<file path="src/rtl/stream_xbar_credit_ctrl.sv">
// Credit-based admission in front of the stream crossbar: each input reserves one credit of its
// target output before presenting valid. Define STREAM_XBAR_CREDIT_ERR_EN for the sticky err_o and overflow checks.
module stream_xbar_credit_ctrl #(
    parameter int NumInp     = 2,
    parameter int NumOut     = 2,
    parameter int MaxCredits = 4,
    parameter int SelWidth   = (NumOut > 1) ? $clog2(NumOut) : 1,
    parameter int CntWidth   = $clog2(MaxCredits + 1)
) (
    input  logic                         clk_i,
    input  logic                         rst_i,
    input  logic [NumInp-1:0]            inp_valid_i,
    output logic [NumInp-1:0]            inp_ready_o,
    input  logic [NumInp*SelWidth-1:0]   inp_sel_i,
    output logic [NumInp-1:0]            xbar_valid_o,
    input  logic [NumInp-1:0]            xbar_ready_i,
    input  logic [NumOut-1:0]            credit_return_i,
    output logic [NumOut*CntWidth-1:0]   credit_cnt_o,
    output logic                         err_o
);

    localparam int RrWidth = (NumInp > 1) ? $clog2(NumInp) : 1;
    localparam logic [SelWidth:0] NumOutExt = (SelWidth + 1)'(NumOut);
    localparam logic [CntWidth-1:0] CntMax  = CntWidth'(MaxCredits);

    typedef enum logic {S_IDLE = 1'b0, S_RESV = 1'b1} state_e;

    state_e              r_state     [NumInp];
    state_e              w_state_nxt [NumInp];
    logic [CntWidth-1:0] r_cnt       [NumOut];
    logic [CntWidth-1:0] w_cnt_nxt   [NumOut];
    logic [RrWidth-1:0]  r_rr        [NumOut];
    logic [RrWidth-1:0]  w_rr_nxt    [NumOut];
    logic [SelWidth-1:0] w_sel       [NumInp];
    logic [NumInp-1:0]   w_mask      [NumOut];
    logic [RrWidth:0]    w_pick      [NumOut];
    logic [NumInp-1:0]   w_req;
    logic [NumInp-1:0]   w_grant_inp;
    logic [NumOut-1:0]   w_grant_out;

    // Returns {found, index} of the first set mask bit at or after start, wrapping.
    function automatic logic [RrWidth:0] rr_pick(input logic [NumInp-1:0] mask,
                                                 input logic [RrWidth-1:0] start);
        logic               found;
        logic [RrWidth-1:0] idx;
        int                 cand;
        found = 1'b0;
        idx   = '0;
        for (int k = 0; k < NumInp; k++) begin
            cand = (int'(start) + k) % NumInp;
            if (!found && mask[cand]) begin
                found = 1'b1;
                idx   = RrWidth'(cand);
            end
        end
        return {found, idx};
    endfunction

    function automatic logic [RrWidth-1:0] rr_inc(input logic [RrWidth-1:0] idx);
        logic [RrWidth-1:0] res;
        if (int'(idx) >= NumInp - 1) res = '0;
        else                         res = idx + RrWidth'(1);
        return res;
    endfunction

    // Saturating credit update; a take only happens when cnt > 0, so no underflow path.
    function automatic logic [CntWidth-1:0] sat_credit(input logic [CntWidth-1:0] cnt,
                                                       input logic take,
                                                       input logic give);
        logic [CntWidth-1:0] res;
        res = cnt;
        if (take && !give)                       res = cnt - CntWidth'(1);
        else if (give && !take && cnt != CntMax) res = cnt + CntWidth'(1);
        return res;
    endfunction

    always_comb begin
        w_req = '0;
        for (int i = 0; i < NumInp; i++) begin
            w_sel[i] = inp_sel_i[i*SelWidth +: SelWidth];
            w_req[i] = (r_state[i] == S_IDLE) && inp_valid_i[i] && ({1'b0, w_sel[i]} < NumOutExt);
        end
    end

    always_comb begin
        for (int j = 0; j < NumOut; j++) begin
            w_mask[j] = '0;
            for (int i = 0; i < NumInp; i++) begin
                w_mask[j][i] = w_req[i] && (w_sel[i] == SelWidth'(j));
            end
        end
    end

    // One grant per output per cycle, gated by the registered credit count only.
    always_comb begin
        w_grant_inp = '0;
        w_grant_out = '0;
        for (int j = 0; j < NumOut; j++) begin
            w_rr_nxt[j] = r_rr[j];
            w_pick[j]   = rr_pick(w_mask[j], r_rr[j]);
            if (w_pick[j][RrWidth] && (r_cnt[j] != '0)) begin
                w_grant_out[j]                       = 1'b1;
                w_grant_inp[w_pick[j][RrWidth-1:0]] = 1'b1;
                w_rr_nxt[j]                          = rr_inc(w_pick[j][RrWidth-1:0]);
            end
        end
    end

    always_comb begin
        for (int j = 0; j < NumOut; j++) begin
            w_cnt_nxt[j] = sat_credit(r_cnt[j], w_grant_out[j], credit_return_i[j]);
        end
    end

    always_ff @(posedge clk_i) begin
        if (rst_i) begin
            for (int j = 0; j < NumOut; j++) begin
                r_cnt[j] <= CntMax;
                r_rr[j]  <= '0;
            end
        end else begin
            for (int j = 0; j < NumOut; j++) begin
                r_cnt[j] <= w_cnt_nxt[j];
                r_rr[j]  <= w_rr_nxt[j];
            end
        end
    end

    always_ff @(posedge clk_i) begin
        if (rst_i) begin
            for (int i = 0; i < NumInp; i++) r_state[i] <= S_IDLE;
        end else begin
            for (int i = 0; i < NumInp; i++) r_state[i] <= w_state_nxt[i];
        end
    end

    always_comb begin
        for (int i = 0; i < NumInp; i++) begin
            w_state_nxt[i] = r_state[i];
            case (r_state[i])
                S_IDLE:  if (w_grant_inp[i])  w_state_nxt[i] = S_RESV;
                S_RESV:  if (xbar_ready_i[i]) w_state_nxt[i] = S_IDLE;
                default: w_state_nxt[i] = S_IDLE;
            endcase
        end
    end

    // Valid is held purely by the reservation state, so it cannot drop before a handshake.
    always_comb begin
        xbar_valid_o = '0;
        inp_ready_o  = '0;
        for (int i = 0; i < NumInp; i++) begin
            xbar_valid_o[i] = (r_state[i] == S_RESV);
            inp_ready_o[i]  = (r_state[i] == S_RESV) && xbar_ready_i[i];
        end
    end

    always_comb begin
        credit_cnt_o = '0;
        for (int j = 0; j < NumOut; j++) begin
            credit_cnt_o[j*CntWidth +: CntWidth] = r_cnt[j];
        end
    end

`ifdef STREAM_XBAR_CREDIT_ERR_EN
    logic [NumOut-1:0] w_ovf;
    logic              r_err;

    always_comb begin
        w_ovf = '0;
        for (int j = 0; j < NumOut; j++) begin
            w_ovf[j] = credit_return_i[j] && !w_grant_out[j] && (r_cnt[j] == CntMax);
        end
    end

    always_ff @(posedge clk_i) begin
        if (rst_i)       r_err <= 1'b0;
        else if (|w_ovf) r_err <= 1'b1;
    end

    assign err_o = r_err;

    always_ff @(posedge clk_i) begin
        if (!rst_i) begin
            for (int j = 0; j < NumOut; j++) begin
                assert (!w_ovf[j]) else $warning("credit overflow on output %0d", j);
            end
            for (int i = 0; i < NumInp; i++) begin
                assert (!((r_state[i] == S_RESV) && !inp_valid_i[i] && !xbar_ready_i[i]))
                    else $error("input %0d dropped valid while reserved", i);
            end
        end
    end
`else
    assign err_o = 1'b0;
`endif

endmodule

</file>
<file path="config.mk">
export PLATFORM = sky130hd
export DESIGN_NAME = stream_xbar_credit_ctrl
export DESIGN_NICKNAME = d
export VERILOG_FILES = /design/src/rtl/stream_xbar_credit_ctrl.sv
export SDC_FILE = /design/constraint.sdc
export NUM_CORES = 1
export LEC_CHECK = 0
export CAP_MARGIN = 15
export CORE_MARGIN = 2
export CORE_UTILIZATION = 40
export CTS_BUF_LIST = sky130_fd_sc_hd__clkbuf_16
export CTS_CLUSTER_SIZE = 40
export DETAILED_ROUTE_END_ITERATION = 16
export DONT_BUFFER_PORTS = 1
export HOLD_SLACK_MARGIN = 0.05
export PLACE_DENSITY = 0.61
export SYNTH_ARGS = -nofsm -noshare
export SYNTH_HDL_FRONTEND = slang
export SYNTH_SLANG_ARGS = --single-unit
</file>
<file path="constraint.sdc">
create_clock -name clk_i -period 2.9 [get_ports clk_i]
set_clock_uncertainty 0.2 [all_clocks]
set_input_delay 0.58 -clock clk_i [delete_from_list [all_inputs] [get_ports clk_i]]
set_output_delay 0.58 -clock clk_i [all_outputs]
set_load 0.01 [all_outputs]
</file>
==> qor.txt <==
drt first pass iters: 4
Final period util: 0.835
CP Class: flip-flop to flip-flop
Routed Antenna Nets: 0
clk buf depth: 2
Mapped Cells: 96
run status: complete, no violations
Starting DRT DRC Count: 24
wire per inst: 14.5 um
clk_lat worst skew: 0.24 ns
core area: 0.00190 mm^2
Initial Utilization: 0.415
largest net degree at the start of global routing: 13
Via density: 5.97
CP Capture Type: flip-flop
die area: 0.00234 mm^2
Switching Share: 0.316
total clock sinks: 10
EDFF count, synth: 0
All-Layer GR Usage: 0.168
Layout area overhead: 11.9%
Switch Pwr: 192 uW
clock buffer count from CTS: 3
sequential share of the synthesized area: 0.254
Async SR Flop Fraction: 0
dpl cell area: 805 um^2
via count of the first global-routing pass: 688
final setup TNS: 0 ns
Setup WS post-layout: 0.478 ns
count leader, synth: dfxtp_1
FF+latch count, synth: 10
CTS tree: built
Slew Viols, Final: 0
net count after synthesis: 108
Period minus WS final: 2.42 ns
cell area after synthesis: 790 um^2
final WL: 1780 um
Synth Warn #: 0
Sequential Power Share: 0.341
required time of the critical path: 2.82 ns
worst slack, placed: 0.272 ns
Final setup viols: 0
Final Cell Area: 883 um^2
Max-Cap Viols: 0
fin nets: 109
dpl hpwl: 1310 um
Clk pwr share: 0.410
Root Buffer: clkbuf_16
post_cts resized: 0
initial antenna violation count: 0
Synth top cells by count: 10 x dfxtp_1, 7 x nor3_1, 7 x o21ai_0, 5 x inv_1
crit path max fanout: 7
Most used DFF post-synth: dfxtp_1
cell internal pwr: 416 uW
Comb power frac: 0.250
synth top area cells: dfxtp_1 25%, nor3_1 4.4%, o21ai_0 4.4%
io pins: 21
setup bufs post-CTS: 0
number of diodes: 0
H-tree depth: 1
Die Ht: 48.4 um
first-pass GRT wire length: 3130 um
Vias: 734
area leader, netlist: dfxtp_1
crit path launch: r_state[0][1]$_SDFF_PP0_
Yosys top cell area share: 0.254
Hold Path Class: input port to flip-flop
Leakage Power: 0.294 nW
Final Hold Vio Count: 0
PortBufs: 0
die width: 48.4 um
RePlAce Congestion: 0.786
Peak VDD IR: 310 uV
post-synth cell types: 44
r2r setup slk: 0.48 ns
CTS clk-pin slew, worst paths: 0.04 ns
# DRC: 0
Fmax: 413 MHz
Worst setup SP type: flip-flop
# rows: 16
CP Data Arrival Time: 2.34 ns
RSZ-0062 raised after global routing: false
pwr dens: 689 mW/mm^2
hold buffer count at cts: 0
Worst Hold Launch: rst_i
Overflow after GRT: 0
Post-Synthesis Mean Instance Area: 8.22 um^2
layout cells sized above 1: 0.0833
r2r startpoint: r_state[0][1]$_SDFF_PP0_
placed cells by master (no fill, tap or decap), types with 3 or more instances in the layout:
master,count
o21ai_0,7
dfxtp_1,10
xor2_1,3
clkbuf_16,3
o211ai_1,3
nand2_1,4
nor2b_1,3
nor2_1,4
nor3b_1,3
a21oi_1,4
nor3_1,7
inv_1,5
layer usage:
metal  vias up  track usage  part of all wire
met5         -            0                 0
met4         0       0.0905             0.016
met3         4       0.0494             0.063
met2        19        0.234              0.43
met1       341        0.232              0.49
li1        370            -                 -
metrics by stage:
step	cells	hold WS (ns)	utilization	power [mW]
after detailed placement	119	0.282	0.423	0.361
after global routing	123	0.207	0.464	0.650
after global placement	119	0.281	0.423	0.356
after CTS	123	0.204	0.464	0.614
after floorplan	96	0.266	-	0.333
final	123	0.207	0.464	0.609
worst paths after layout:
path | end | depth (start not counted)
hold / removal | r_rr[0][1]$_SDFFE_PP0P_ | 1
hold reg to reg | r_rr[0][0]$_SDFFE_PP0P_ | 2
setup / recovery | r_cnt[0][2]$_SDFFE_PP1P_ | 8
setup reg to reg | r_cnt[0][2]$_SDFFE_PP1P_ | 8
cells by family after synthesis:
family                     share of synthesized area
xor gates and xnor gates                      0.0444
muxes                                         0.0127
buffers and inverters                         0.0475
DFF                                            0.254
other                                        0.00475
and+or+nand+nor                                0.266
adders and majority gates                     0.0412
AOI/OAI and AO/OA                              0.330
sequential cells by signal, summed over array words and instances, names as in the netlist:
signal	cells
r_state	2
r_cnt	6
r_rr	2
power groups by stage:
stage               clock network, mW  logic, mW  registers [mW]
CTS                             0.255      0.151           0.208
finish                          0.249      0.152           0.207
global route                    0.263      0.173           0.214
floorplan                           0      0.134           0.199
global placement                    0      0.148           0.209
detailed placement                  0      0.151           0.210
critical path, cell delays in order (launching register included):
cell and delay (ns):
dfxtp_1 0.37, or3b_1 0.50, a211oi_1 0.29, xnor2_1 0.15
ha_1 0.25, nand2_1 0.09, o31a_1 0.24, mux2i_1 0.13
nand3_1 0.08
final cells by class:
cell class | instances | area, um^2
Clock buffer | 3 | 75.1
Clock inverter | 1 | 3.75
Fill cell | 185 | 1020
Inverter | 5 | 18.8
Multi-Input combinational cell | 77 | 552
Sequential cell | 10 | 200
Tap cell | 27 | 33.8
Power figures use the tool's default switching activity.
